$ cat config.mk
export PLATFORM = sky130hd
export DESIGN_NAME = bram_boot_loader_flat
export DESIGN_NICKNAME = d
export VERILOG_FILES = /design/src/rtl/bram_boot_loader_if.sv /design/src/rtl/bram_boot_loader.sv /design/src/flat_wrapper.sv
export SDC_FILE = /design/constraint.sdc
export NUM_CORES = 1
export LEC_CHECK = 0
export BUFFER_PORTS_ARGS = -buffer_cell sky130_fd_sc_hd__buf_2
export CORE_UTILIZATION = 45
export DETAILED_ROUTE_END_ITERATION = 7
export PLACE_DENSITY = 0.74
export SYNTH_ARGS = -nofsm -noshare
export SYNTH_HDL_FRONTEND = slang
export SYNTH_SLANG_ARGS = --single-unit
$ cat constraint.sdc
create_clock -name i_clk -period 1.8 [get_ports i_clk]
set_input_delay 0.36 -clock i_clk [delete_from_list [all_inputs] [get_ports i_clk]]
set_output_delay 0.36 -clock i_clk [all_outputs]
set_load 0.03 [all_outputs]
$ cat src/rtl/bram_boot_loader_if.sv
// Source stream and shared BRAM write bus used by the boot loader.
// The loader uses the master view; the host/bench side uses the slave view.
interface bram_boot_loader_if #(
  parameter int DATA_WIDTH = 32,
  parameter int ADDR_WIDTH = 12,
  parameter int NUM_CH     = 2
);
  logic                    s_valid;
  logic [DATA_WIDTH-1:0]   s_data;
  logic                    s_ready;
  logic [ADDR_WIDTH-1:0]   w_addr;
  logic [DATA_WIDTH-1:0]   w_dat;
  logic [NUM_CH-1:0]       w_enb;
  logic [DATA_WIDTH/8-1:0] byte_enb;

  modport master (
    input  s_valid, s_data,
    output s_ready, w_addr, w_dat, w_enb, byte_enb
  );

  modport slave (
    output s_valid, s_data,
    input  s_ready, w_addr, w_dat, w_enb, byte_enb
  );
endinterface

$ cat src/rtl/bram_boot_loader.sv
// BRAM boot loader: streams words from a valid/ready source into one of
// NUM_CH BRAM write ports, then releases the core by dropping cpu_stall.
// Writes appear on the shared bus exactly one cycle after each accepted beat.
module bram_boot_loader #(
  parameter int DATA_WIDTH = 32,
  parameter int ADDR_WIDTH = 12,
  parameter int NUM_CH     = 2,
  parameter int CH_W       = (NUM_CH > 1) ? $clog2(NUM_CH) : 1
) (
  input  logic                  i_clk,
  input  logic                  i_rst_n,
  input  logic                  i_start,
  input  logic [CH_W-1:0]       i_ch_sel,
  input  logic [ADDR_WIDTH-1:0] i_base_addr,
  input  logic [ADDR_WIDTH:0]   i_word_count,
  input  logic                  i_run,
  bram_boot_loader_if.master    bus,
  output logic [NUM_CH-1:0]     o_loader_owns,
  output logic                  o_cpu_stall,
  output logic                  o_busy,
  output logic                  o_done,
  output logic                  o_error
);

  localparam int BYTES = DATA_WIDTH / 8;
  localparam int LSB   = (BYTES > 1) ? $clog2(BYTES) : 0;
  localparam logic [ADDR_WIDTH-1:0] ADDR_STEP  = ADDR_WIDTH'(BYTES);
  localparam logic [ADDR_WIDTH-1:0] ALIGN_MASK = ~ADDR_WIDTH'(BYTES - 1);
  localparam logic [ADDR_WIDTH:0]   CNT_ONE    = (ADDR_WIDTH + 1)'(1);

  typedef enum logic [1:0] {
    IDLE  = 2'd0,
    LOAD  = 2'd1,
    FLUSH = 2'd2
  } state_t;

  state_t                  r_state;
  state_t                  w_state_next;
  logic [CH_W-1:0]         r_ch;
  logic [ADDR_WIDTH-1:0]   r_addr;
  logic [ADDR_WIDTH:0]     r_remaining;
  logic [NUM_CH-1:0]       r_wenb;
  logic [ADDR_WIDTH-1:0]   r_waddr;
  logic [DATA_WIDTH-1:0]   r_wdat;
  logic [NUM_CH-1:0]       r_owns;
  logic                    r_cpu_stall;
  logic                    r_error;
  logic                    r_zero_done;

  logic w_beat;
  logic w_last_word;
  logic w_overflow;
  logic w_start_ok;
  logic w_run_ok;

  // Handshake qualifiers; start takes priority over run in the same cycle.
  assign w_beat      = bus.s_valid && (r_state == LOAD);
  assign w_last_word = &r_addr[ADDR_WIDTH-1:LSB];
  assign w_overflow  = w_beat && w_last_word && (r_remaining > CNT_ONE);
  assign w_start_ok  = (r_state == IDLE) && i_start;
  assign w_run_ok    = (r_state == IDLE) && i_run && !i_start;

  assign bus.s_ready  = (r_state == LOAD);
  assign bus.w_addr   = r_waddr;
  assign bus.w_dat    = r_wdat;
  assign bus.w_enb    = r_wenb;
  assign bus.byte_enb = (|r_wenb) ? '1 : '0;

  assign o_loader_owns = r_owns;
  assign o_cpu_stall   = r_cpu_stall;
  assign o_busy        = (r_state == LOAD);
  assign o_done        = (r_state == FLUSH) || r_zero_done;
  assign o_error       = r_error;

  // State register.
  always_ff @(posedge i_clk or negedge i_rst_n) begin
    if (!i_rst_n) begin
      r_state <= IDLE;
    end else begin
      r_state <= w_state_next;
    end
  end

  // Next-state logic; the last beat or an address overflow ends the load.
  always_comb begin
    w_state_next = r_state;
    case (r_state)
      IDLE: begin
        if (i_start && (i_word_count != '0)) begin
          w_state_next = LOAD;
        end
      end
      LOAD: begin
        if (w_beat && ((r_remaining == CNT_ONE) || w_last_word)) begin
          w_state_next = FLUSH;
        end
      end
      FLUSH:   w_state_next = IDLE;
      default: w_state_next = IDLE;
    endcase
  end

  // Datapath: registered write bus, load counters, core release and error flag.
  always_ff @(posedge i_clk or negedge i_rst_n) begin
    if (!i_rst_n) begin
      r_ch        <= '0;
      r_addr      <= '0;
      r_remaining <= '0;
      r_wenb      <= '0;
      r_waddr     <= '0;
      r_wdat      <= '0;
      r_owns      <= '1;
      r_cpu_stall <= 1'b1;
      r_error     <= 1'b0;
      r_zero_done <= 1'b0;
    end else begin
      r_wenb      <= '0;
      r_zero_done <= 1'b0;
      if (w_beat) begin
        r_wenb      <= NUM_CH'(1) << r_ch;
        r_waddr     <= r_addr;
        r_wdat      <= bus.s_data;
        r_addr      <= r_addr + ADDR_STEP;
        r_remaining <= r_remaining - CNT_ONE;
        if (w_overflow) begin
          r_error <= 1'b1;
        end
      end
      if (w_start_ok) begin
        r_error     <= 1'b0;
        r_cpu_stall <= 1'b1;
        r_owns      <= '1;
        if (i_word_count == '0) begin
          r_zero_done <= 1'b1;
        end else begin
          r_ch        <= i_ch_sel;
          r_addr      <= i_base_addr & ALIGN_MASK;
          r_remaining <= i_word_count;
        end
      end else if (w_run_ok) begin
        r_cpu_stall <= 1'b0;
        r_owns      <= '0;
      end
    end
  end

endmodule

$ cat src/flat_wrapper.sv
// flat-port wrapper written by rule: the top's interface ports become plain ports
module bram_boot_loader_flat 
#(
  parameter int DATA_WIDTH = 32,
  parameter int ADDR_WIDTH = 12,
  parameter int NUM_CH     = 2,
  parameter int CH_W       = (NUM_CH > 1) ? $clog2(NUM_CH) : 1
)
  (i_clk, i_rst_n, i_start, i_ch_sel, i_base_addr, i_word_count, i_run, o_loader_owns, o_cpu_stall, o_busy, o_done, o_error, bus_s_valid, bus_s_data, bus_s_ready, bus_w_addr, bus_w_dat, bus_w_enb, bus_byte_enb);
  bram_boot_loader_if #(.DATA_WIDTH(DATA_WIDTH), .ADDR_WIDTH(ADDR_WIDTH), .NUM_CH(NUM_CH)) bus_i ();
  input  logic i_clk;
  input  logic i_rst_n;
  input  logic i_start;
  input  logic [CH_W-1:0] i_ch_sel;
  input  logic [ADDR_WIDTH-1:0] i_base_addr;
  input  logic [ADDR_WIDTH:0] i_word_count;
  input  logic i_run;
  output logic [NUM_CH-1:0] o_loader_owns;
  output logic o_cpu_stall;
  output logic o_busy;
  output logic o_done;
  output logic o_error;
  input wire logic [$bits(bus_i.s_valid)-1:0] bus_s_valid;
  input wire logic [$bits(bus_i.s_data)-1:0] bus_s_data;
  output wire logic [$bits(bus_i.s_ready)-1:0] bus_s_ready;
  output wire logic [$bits(bus_i.w_addr)-1:0] bus_w_addr;
  output wire logic [$bits(bus_i.w_dat)-1:0] bus_w_dat;
  output wire logic [$bits(bus_i.w_enb)-1:0] bus_w_enb;
  output wire logic [$bits(bus_i.byte_enb)-1:0] bus_byte_enb;
  assign bus_i.s_valid = bus_s_valid;
  assign bus_i.s_data = bus_s_data;
  assign bus_s_ready = bus_i.s_ready;
  assign bus_w_addr = bus_i.w_addr;
  assign bus_w_dat = bus_i.w_dat;
  assign bus_w_enb = bus_i.w_enb;
  assign bus_byte_enb = bus_i.byte_enb;
  bram_boot_loader #(.DATA_WIDTH(DATA_WIDTH), .ADDR_WIDTH(ADDR_WIDTH), .NUM_CH(NUM_CH), .CH_W(CH_W)) u_core (.i_clk(i_clk), .i_rst_n(i_rst_n), .i_start(i_start), .i_ch_sel(i_ch_sel), .i_base_addr(i_base_addr), .i_word_count(i_word_count), .i_run(i_run), .bus(bus_i), .o_loader_owns(o_loader_owns), .o_cpu_stall(o_cpu_stall), .o_busy(o_busy), .o_done(o_done), .o_error(o_error));
endmodule
==> results of run 1 <==
## logic make-up (layout without fill, tap and decap cells)
| kind of cell | after synthesis | after routing | synth area share [%] |
|---|---|---|---|
| AOI/OAI and AO/OA | 32 | 32 | 5.63 |
| muxes | 4 | 4 | 1.33 |
| buffers and inverters | 28 | 161 | 4.10 |
| xor gates and xnor gates | 18 | 18 | 4.79 |
| and+or+nand+nor | 205 | 205 | 27.4 |
| DFF | 73 | 73 | 55.5 |
| adders and majority gates | 3 | 3 | 1.14 |
| other | 1 | 2 | 0.114 |
## critical path, stage by stage (launching register included)
cell	delay, ns
dfrtp_1	0.38
or4_4	0.55
or3_4	0.36
or4_4	0.42
o211ai_1	0.09
## cell type report
type	instances	area (sq um)	area share (%)
flip-flops and latches	73	1830	42.2
clock buffers	10	138	3.18
well taps	96	120	2.77
clock inverters	5	56.3	1.30
repair buffers	141	792	18.3
multi-input cells	264	1380	31.9
inverters	5	18.8	0.433
## placed cells by master (no fill, tap or decap), types with 2 or more instances in the layout
cell type / n
mux2_2: 3
buf_2: 114
a31oi_1: 2
or3_1: 2
o41ai_1: 2
a21oi_1: 4
nor3_1: 12
buf_4: 24
or2_2: 4
nor4_1: 5
xnor2_1: 17
inv_1: 5
nand2_1: 138
clkbuf_8: 10
nor2_1: 9
conb_1: 2
dfrtp_1: 72
nand3_1: 15
clkinv_2: 2
or4_4: 3
nor4_2: 3
ha_1: 3
o21ai_0: 18
nand4_1: 3
## cells in the mapped netlist
cell type,n
nand2_1,138
dfrtp_1,72
o21ai_0,18
xnor2_1,17
nand3_1,15
clkbuf_1,14
nor3_1,12
nor2_1,10
nor4_1,9
buf_4,8
inv_1,5
or2_2,5
a21oi_1,4
ha_1,3
mux2_2,3
nand4_1,3
or4_1,3
a31oi_1,2
o41ai_1,2
or3_1,2
a21boi_0,1
a21o_1,1
and2_1,1
and3_1,1
and3b_1,1
and4_1,1
buf_1,1
conb_1,1
dfstp_2,1
mux2i_1,1
nand3b_1,1
nand4b_1,1
o211ai_1,1
o21a_1,1
o21bai_1,1
o31ai_1,1
or3_4,1
or4_4,1
xor2_1,1
## worst max-delay path by stage
stage | from | endpoint | slack, ns | depth (start not counted)
after floorplan | u_core.r_remaining[6]$_DFF_PN0_ | u_core.r_remaining[12]$_DFF_PN0_ | -0.03 | 4
after global placement | i_word_count[0] | u_core.r_addr[3]$_DFF_PN0_ | -0.07 | 5
after detailed placement | i_word_count[0] | u_core.r_remaining[7]$_DFF_PN0_ | -0.20 | 5
after CTS | u_core.r_remaining[6]$_DFF_PN0_ | u_core.r_remaining[12]$_DFF_PN0_ | -0.07 | 4
after global routing | u_core.r_remaining[7]$_DFF_PN0_ | u_core.r_remaining[12]$_DFF_PN0_ | -0.13 | 4
final | u_core.r_remaining[4]$_DFF_PN0_ | u_core.r_remaining[12]$_DFF_PN0_ | -0.06 | 4
## per-stage QoR
step | utilization (%) | instances | total power (uW) | TNS, ns
2_1_floorplan | - | 365 | 3650 | -0.0313
3_3_place_gp | 58.8 | 578 | 4240 | -0.993
3_5_place_dp | 58.8 | 578 | 4320 | -2.73
4_1_cts | 61.9 | 594 | 5590 | -0.0705
5_1_grt | 62.4 | 594 | 5930 | -0.276
6_report | 62.4 | 594 | 5590 | -0.0622
## where the power goes
group          internal, uW  leakage [uW]  switching (uW)
registers              2070      0.000895             349
clock network           668     0.0000981             590
logic                   782       0.00123            1140
total                  3510       0.00222            2080
## flip-flops by register name (all words and copies together), names as in the netlist
signal and count:
u_core.r_remaining 13, u_core.bus.w_dat 32, u_core.o_error 1, u_core.r_addr 10
u_core.bus.w_addr 10, u_core.o_loader_owns 1, u_core.r_zero_done 1, u_core.r_ch 1
u_core.r_state 2, u_core.bus.w_enb 2
## per-layer routing
layer  part of all wire (%)  vias up  track usage (%)
li1                       -     1449                -
met1                     44     1405             27.9
met2                     49       87             36.1
met3                    4.6       19             3.30
met4                    2.6        0             10.9
met5                      0        -                0
## what timing repair did
action / in CTS / in global routing
hold buffers: 1 / 0
setup endpoints to repair: 18 / 6
endpoints found under the hold margin: 12 / 0
pin swaps: 1 / 1
gates resized for setup: 2 / 6
==> impl_results.md, run 1 <==
- H-tree levels: 3
- Clk_lat worst skew: 0.34 ns
- Die ar.: about 7700 sq um
- Post-route cell area: 4330 sq um
- IO Port Bufs: 115
- Hold endpoint: u_core.bus.w_dat[31]$_DFFE_PN0P_
- Core area: between 6000 and 7000 sq um
- Fin crit period: about 1.9 ns
- Placed inst area: 4090 sq um
- Leakage: approximately 0.0022 uW
- Layout cell share with drive strength beyond 1: around a third
- Mapped Area: between 3000 and 4000 sq um
- Reg-to-Reg End: u_core.r_remaining[12]$_DFF_PN0_
- Vias per Instance: roughly 5.0
- Final Wtd Congestion: 0.847
- Wirelength per Cell: ~13 um
- Yosys top cell area share: 54.7%
- Drt pass-1 iters: 4
- Initial Util: 47.4%
- Worst setup EP type: flip-flop
- Post-Synthesis Cells: 364
- Nets: 560
- Worst EP required: 2.06 ns
- CTS max path bufs: 2
- Largest net degree at the start of global routing: a little over 60
- WHS: between 0.2 and 0.25 ns
- ANT nets after route: 0
- Hold Path Origin: bus_s_data[31]
- Synth cell types: 39
- Final period util: 103%
- Hold path cells: 3
- Worst Max-Slew Pin Slew: 0.681 ns
- Initial antenna violation count: 0
- DRT iter0 DRCs: 93
- Overflow left after global routing: 0
- # diodes: 0
- Failing checks: negative setup slack
- Number of remaining DRC errors: 0
- Total setup buffers inserted after CTS: 0
- VDD IR max: 0.566 mV
- CTS buffer count: 9
- Slack of the critical path: -0.0622 ns
- Status: finished, violations left
- Post-DP HPWL: 5730 um
- Worst Path Max Fanout: 4
- Final Hold Vio Count: 0
- Die Span X: 87.5 um
- FP Rows: 30
- Sequential area share after synthesis: 55.5%
- Die extent in y: 87.5 um
- Clock root cell: clkbuf_8
- Critical Path Source Type: flip-flop
- Via count: 2,960
- Vias in the first global route: 2,844
- Main area contributors after synthesis: dfrtp_1, nand2_1, xnor2_1, o21ai_0, nand3_1
- First-pass GRT wire length: between 10,000 and 15,000 um
- Worst R2R Start: u_core.r_remaining[4]$_DFF_PN0_
- Rel. slew slack: 54.6%
- Filler Cell Count: around 600
- Avg Cell Area, Syn: around 9 sq um
- Power Density: 1290 nW/um^2
- Reg2Reg Depth: 4
- WS Path Type: flip-flop to flip-flop
- Total of warnings raised by yosys: 0
- CTS clk-pin slew, worst paths: roughly 0.080 ns
- Total GRT Usage: 21.8%
- Max-cap violations: 0
- Max Slew Vio Count: 0
- Synth-to-Final Area Change: 31.6%
- CTS tree: done
- Register-to-register setup slack: -0.06 ns
- Post-synth top area cell: dfrtp_1
- Final setup fails: 1
- Worst hold path type: input pin to flip-flop
- Number of synthesized register bits: 73
- Final WL: about 7900 um
- Skew final: 0.00964 ns
- Pre-CTS setup slack: -0.196 ns
- # IOs: 120
- Achievable frequency: 537 MHz
- RSZ-0062 raised after global routing: yes
- Critical Path AT: 2.13 ns
- # clock sinks: 73
(Power assumes the default switching activity.)
==> inputs of run 2 (changes only) <==
==> constraint.sdc (replaced) <==
create_clock -name i_clk -period 1.8 [get_ports i_clk]
set_input_delay 0.09 -clock i_clk [delete_from_list [all_inputs] [get_ports i_clk]]
set_output_delay 0.09 -clock i_clk [all_outputs]
set_load 0.03 [all_outputs]
==> run 2 against run 1 <==
The run still ends with negative setup slack left. Sequential share of layout area decreased by 4.3 points. Clock-buffer cell count unchanged. Clock power increased by 23%. Cell count increased by 7.4%. Critical path depth unchanged. Setup slack improved by 0.0049 ns. Register-to-register slack about the same. Via count increased by 5.4%. Highest routed layer unchanged.
==> impl_results.md, run 2 (synthesis gave the netlist of run 1 again) <==
- Leakage: 0.00242 uW
- Final Hold Vio Count: 0
- FP Rows: 30
- CP bufs+invs: 0
- Die ar.: 7660 sq um
- # clock sinks: 73
- Status: finished, violations left
- Worst setup EP type: flip-flop
- Final Wtd Congestion: 0.885
- Clk_lat worst skew: 0.34 ns
- CTS clk-pin slew, worst paths: ~0.080 ns
- Largest net degree at the start of global routing: 43
- IO Port Bufs: 115
- Layout cell share with drive strength beyond 1: 31.7%
- Global routing usage on met2: 42.5%
- Total GRT Usage: 23.3%
- CTS buffer count: 9
- Power Density: between 1000 and 1500 nW/um^2
- Vias per Instance: 4.89
- Via count: roughly 3,100
- Slack of the critical path: -0.0573 ns
- Synth-to-Final Area Change: 46.4%
- Vias in the first global route: around 3,000
- Reg2Reg Depth: 4
- Max-cap violations: 0
- Max FFs per register: 32
- Fin crit period: 1.86 ns
- # IOs: 120
- Overflow left after global routing: 0
- Final WL: roughly 8600 um
- # diodes: 0
- Crit. path cell count: 4
- Post-route cell area: 4820 sq um
- Most frequent cells in the layout: nand2_1, buf_2, dfrtp_1
- Initial antenna violation count: 0
- DRT iter0 DRCs: between 80 and 90
- CTS max path bufs: 2
- Final setup fails: 2
- CP max-delay cell: or4_4
- Global route hottest layer: met2
- Family with the most delay on the worst path: simple AND/OR/NAND/NOR gates
- Met3 Track Usage GR: 3.86%
- Met1 GRT Util: 27.5%
- First-pass GRT wire length: 13,600 um
- CTS tree: done
- Rel. slew slack: a little under three fifths
- Wirelength per Cell: 13.5 um
- Max Slew Vio Count: 0
- Number of remaining DRC errors: 0
- Hold path cells: 3
- Drt pass-1 iters: 4
- WS Path Type: flip-flop to flip-flop
- WHS: 0.00504 ns
- ANT nets after route: 0
- Final period util: 103%
- Die extent in y: 87.5 um
- Clock root cell: clkbuf_8
- VDD IR max: 0.737 mV
- Worst EP required: 2.06 ns
- Worst Path Max Fanout: 4
- Achievable frequency: approximately 540 MHz
- Post-DP HPWL: 5620 um
- RSZ-0062 raised after global routing: yes
- Crit-path cells: or4_4 -> or3_4 -> or4_1 -> o211ai_1
- Worst hold path type: input pin to flip-flop
- Commonest non-fill, non-tap cell in the layout: nand2_1
- H-tree levels: 3
- Placed inst area: 4030 sq um
- Critical Path Source Type: flip-flop
- Die Span X: ~88 um
- Worst Max-Slew Pin Slew: 0.646 ns
- Skew final: between 0.007 and 0.008 ns
- Critical Path AT: 2.12 ns
- Nets: 603
- Initial Util: around 47%
- Largest stage delay on the critical path: 0.53 ns
- Failing checks: negative setup slack
- Core area: 6940 sq um
run 2: routing by layer:
layer / up-vias / share of wire (%)
met5: - / 0
met4: 0 / 1.7
met3: 15 / 4.5
met2: 102 / 51
met1: 1466 / 43
li1: 1538 / -
run 2: layout make-up:
cell class | instances | area (sq um)
clock buffers | 10 | 128
clock inverters | 6 | 115
fillers | 540 | 2120
inverters | 5 | 18.8
multi-input cells | 264 | 1380
flip-flops and latches | 73 | 1830
well taps | 96 | 120
repair buffers | 184 | 1230
run 2: stage by stage:
| stage | total power (uW) | setup WS (ns) | std cells | setup TNS [ns] | util [%] |
|---|---|---|---|---|---|
| finish | 6000 | -0.0573 | 638 | -0.0787 | 69.4 |
| global route | 6360 | -0.110 | 638 | -0.267 | 69.4 |
| CTS | 5940 | -0.0345 | 635 | -0.0547 | 68.6 |
| detailed placement | 4250 | -0.0715 | 570 | -0.690 | 58.0 |
| global placement | 4190 | -0.0308 | 570 | -0.0685 | 58.0 |
| floorplan | 3650 | -0.0306 | 365 | -0.0313 | - |
run 2: worst paths after layout:
| kind | startpoint | endpoint | slack, ns |
|---|---|---|---|
| setup / recovery | u_core.r_remaining[6]$_DFF_PN0_ | u_core.r_remaining[12]$_DFF_PN0_ | -0.06 |
| hold / removal | i_word_count[5] | u_core.r_remaining[5]$_DFF_PN0_ | 0.005 |
| setup reg to reg | u_core.r_remaining[6]$_DFF_PN0_ | u_core.r_remaining[12]$_DFF_PN0_ | -0.06 |
| min in group asynchronous | i_rst_n | u_core.r_remaining[11]$_DFF_PN0_ | 0.24 |
| hold reg to reg | u_core.r_ch$_DFFE_PN0P_ | u_core.bus.w_enb[0]$_DFF_PN0_ | 0.44 |
| max in group asynchronous | i_rst_n | u_core.bus.w_addr[11]$_DFFE_PN0P_ | 1.02 |
run 2: worst min-delay path, stage by stage:
cell and delay [ns]:
buf_2 0.10, nand2_1 0.05, o21ai_0 0.07
run 2: what timing repair did:
action                                  in CTS  in global routing
endpoints found under the hold margin       77                  0
endpoints found under the setup margin      20                 11
resized for setup                            2                  6
setup buffers                                2                  3
cloned                                       0                  0
hold buffers                                47                  0
run 2: where the power goes:
part / internal [uW] / switching, uW
Sequential: 2060 / 369
Combinational: 852 / 1170
Clock: 928 / 618
Total: 3850 / 2150
==> inputs of run 3 (changes only) <==
Settings changed: CORE_UTILIZATION 45 to 49, GPL_ROUTABILITY_DRIVEN from default to 0, PLACE_DENSITY 0.74 to 0.76.
Clock period 1.8 ns to 2 ns, I/O delays scaled along.
==> run 3 against run 2 <==
The flow finishes with violations (design-rule violations). Largest cell class unchanged. Critical path depth unchanged. Combinational power decreased by 20%. Final area decreased by 3.5%. Critical endpoint is now u_core.r_remaining[11]$_DFF_PN0_. Global-route usage increased by 2.8 points. Clock-buffer cell count increased by 1. Clock skew decreased by 0.0024 ns. Cell count decreased by 4.4%. Via count increased by 0.16%. Maximum frequency decreased by 3.3%.
==> impl_results.md, run 3 (synthesis gave the netlist of run 1 again) <==
- Core area: between 6000 and 7000 sq um
- Hold Path Origin: i_word_count[7]
- RSZ-0062 raised after global routing: no
- Slack of the critical path: 0.0800 ns
- First-pass GRT wire length: 14,400 um
- Skew final: about 0.0055 ns
- Die Span X: 84.0 um
- H-tree levels: 3
- Worst setup EP type: flip-flop
- Power Density: 1100 nW/um^2
- Commonest non-fill, non-tap cell in the layout: nand2_1
- Drt pass-1 iters: 6
- Initial antenna violation count: 0
- Rel. slew slack: 56.0%
- Worst R2R Start: u_core.r_remaining[0]$_DFF_PN0_
- Fin crit period: around 1.9 ns
- CTS tree: done
- Initial Util: 51.3%
- Worst EP required: approximately 2.3 ns
- Filler Cell Count: 488
- Reg-to-Reg End: u_core.r_remaining[11]$_DFF_PN0_
- IO Port Bufs: 115
- Final period util: 96.0%
- CTS clk-pin slew, worst paths: about 0.08 ns
- Post-route non-filler standard cell count: between 600 and 700
- Total setup buffers inserted after CTS: 0
- Via count: 3,126
- Setup TNS: 0 ns
- FP Rows: 29
- Overflow left after global routing: 0
- # diodes: 0
- DR top layer: met4
- Met2 routed WL: 4400 um
- Largest stage delay on the critical path: 0.58 ns
- Final Hold Vio Count: 0
- Most frequent cells in the layout: nand2_1, buf_2, dfrtp_1
- CTS max path bufs: 2
- Clock root cell: clkbuf_8
- Fin util: 72.4%
- Largest net degree at the start of global routing: 74
- Placed cells: 549
- CTS buffer count: 9
- Layout cell share with drive strength beyond 1: 29.6%
- Register area: 1830 sq um
- Leakage: 0.00236 uW
- Crit-path cells: or4_1 -> or2_2 -> or3_1 -> a31oi_1
- # clock sinks: 73
- Clk_lat worst skew: ~0.34 ns
- ANT nets after route: 0
- Register-to-register setup slack: 0.08 ns
- Pre-CTS setup slack: 0.00854 ns
- Critical Path Source Type: flip-flop
- Worst Max-Slew Pin Slew: approximately 0.66 ns
- Max-cap violations: 0
- Failing checks: design-rule violations
- Cell-internal power: between 3000 and 4000 uW
- Combinational Power Share: 31.5%
- DRT iter0 DRCs: 168
- Final WL: between 8000 and 9000 um
- Max FFs per register: 32
- Hold endpoint: u_core.r_remaining[7]$_DFF_PN0_
- M1 wire length: roughly 3800 um
- Family with the most delay on the worst path: simple AND/OR/NAND/NOR gates
- Die ar.: 7050 sq um
- Status: finished, violations left
- Final setup fails: 0
- Wirelength per Cell: approximately 14 um
- # IOs: 120
- Hold path cells: 3
- Reg2Reg Depth: 4
- Vias in the first global route: 3,075
- Worst hold path type: input pin to flip-flop
- WS Path Type: flip-flop to flip-flop
- Nets: between 500 and 600
- Area occupied by multi-input gates: 1340 sq um
- Max Slew Vio Count: 0
- Met3 WL: 474 um
- Die extent in y: 84.0 um
- Synth-to-Final Area Change: 41.3%
- CP bufs+invs: 0
- Critical Path AT: 2.19 ns
- Clk pwr share: between 20% and 30%
- Seq pwr share: between 40% and 50%
- Post-DP HPWL: 5620 um
- Net Switching: 1870 uW
- Worst Path Max Fanout: 6
- Total GRT Usage: about a quarter
- Switching Share: 36.5%
- VDD IR max: 0.652 mV
- CP max-delay cell: or4_1
- Number of remaining DRC errors: 18
- Achievable frequency: 521 MHz
- Vias per Instance: 5.12
- WHS: ~0.014 ns
run 3: changes by cell type in the layout (fill, tap and decap cells not counted), moves of 2 or more:
cell	delta
clkinv_2	+2
nor4_2	-3
buf_4	-8
nor4_1	+4
dlygate4sd3_1	-2
run 3: area by class of cell:
type                    count  area share [%]
repair buffers            175            24.8
clock buffers              11            3.04
multi-input cells         264            28.7
inverters                   5           0.404
well taps                  77            2.07
clock inverters             5            1.69
flip-flops and latches     73            39.3
run 3: repair_timing:
action / CTS / global route
setup endpoints to repair: 0 / 17
resized for setup: 0 / 1
endpoints found under the hold margin: 116 / 0
hold buffers: 45 / 0
run 3: worst register-to-register path, stage by stage (launching register included):
cell and delay (ns):
dfrtp_1 0.46, or4_1 0.58, or2_2 0.31, or3_1 0.34, a31oi_1 0.16
run 3: how the worst max path moves through the flow:
stage / start / to / slack, ns / cells past startpoint
6_report: u_core.r_remaining[0]$_DFF_PN0_ / u_core.r_remaining[11]$_DFF_PN0_ / 0.08 / 4
3_3_place_gp: u_core.r_remaining[7]$_DFF_PN0_ / u_core.r_remaining[12]$_DFF_PN0_ / 0.05 / 4
3_5_place_dp: u_core.r_remaining[7]$_DFF_PN0_ / u_core.r_remaining[12]$_DFF_PN0_ / 0.009 / 4
4_1_cts: u_core.r_remaining[7]$_DFF_PN0_ / u_core.r_remaining[12]$_DFF_PN0_ / 0.003 / 4
5_1_grt: u_core.r_remaining[7]$_DFF_PN0_ / u_core.o_error$_DFFE_PN0P_ / 0.03 / 6
2_1_floorplan: u_core.r_remaining[7]$_DFF_PN0_ / u_core.r_remaining[12]$_DFF_PN0_ / 0.06 / 4
run 3: power groups by stage:
stage,Clock [uW],Combinational [uW],Sequential [uW]
after detailed placement,0,1540,2220
final,1290,1610,2220
after global routing,1380,1770,2260
after CTS,1310,1610,2200
after global placement,0,1490,2200
after floorplan,0,826,2450
run 3: through the flow:
stage	area (sq um)	total power, uW
finish	4650	5120
global route	4650	5410
CTS	4650	5130
detailed placement	3980	3760
global placement	3980	3690
floorplan	3300	3270
run 3: routing by layer:
layer / GRT usage (%) / vias up
met5: 0 / -
met1: 32.9 / 1473
met2: 44.7 / 118
met4: 10.0 / 0
li1: - / 1515
met3: 4.85 / 20
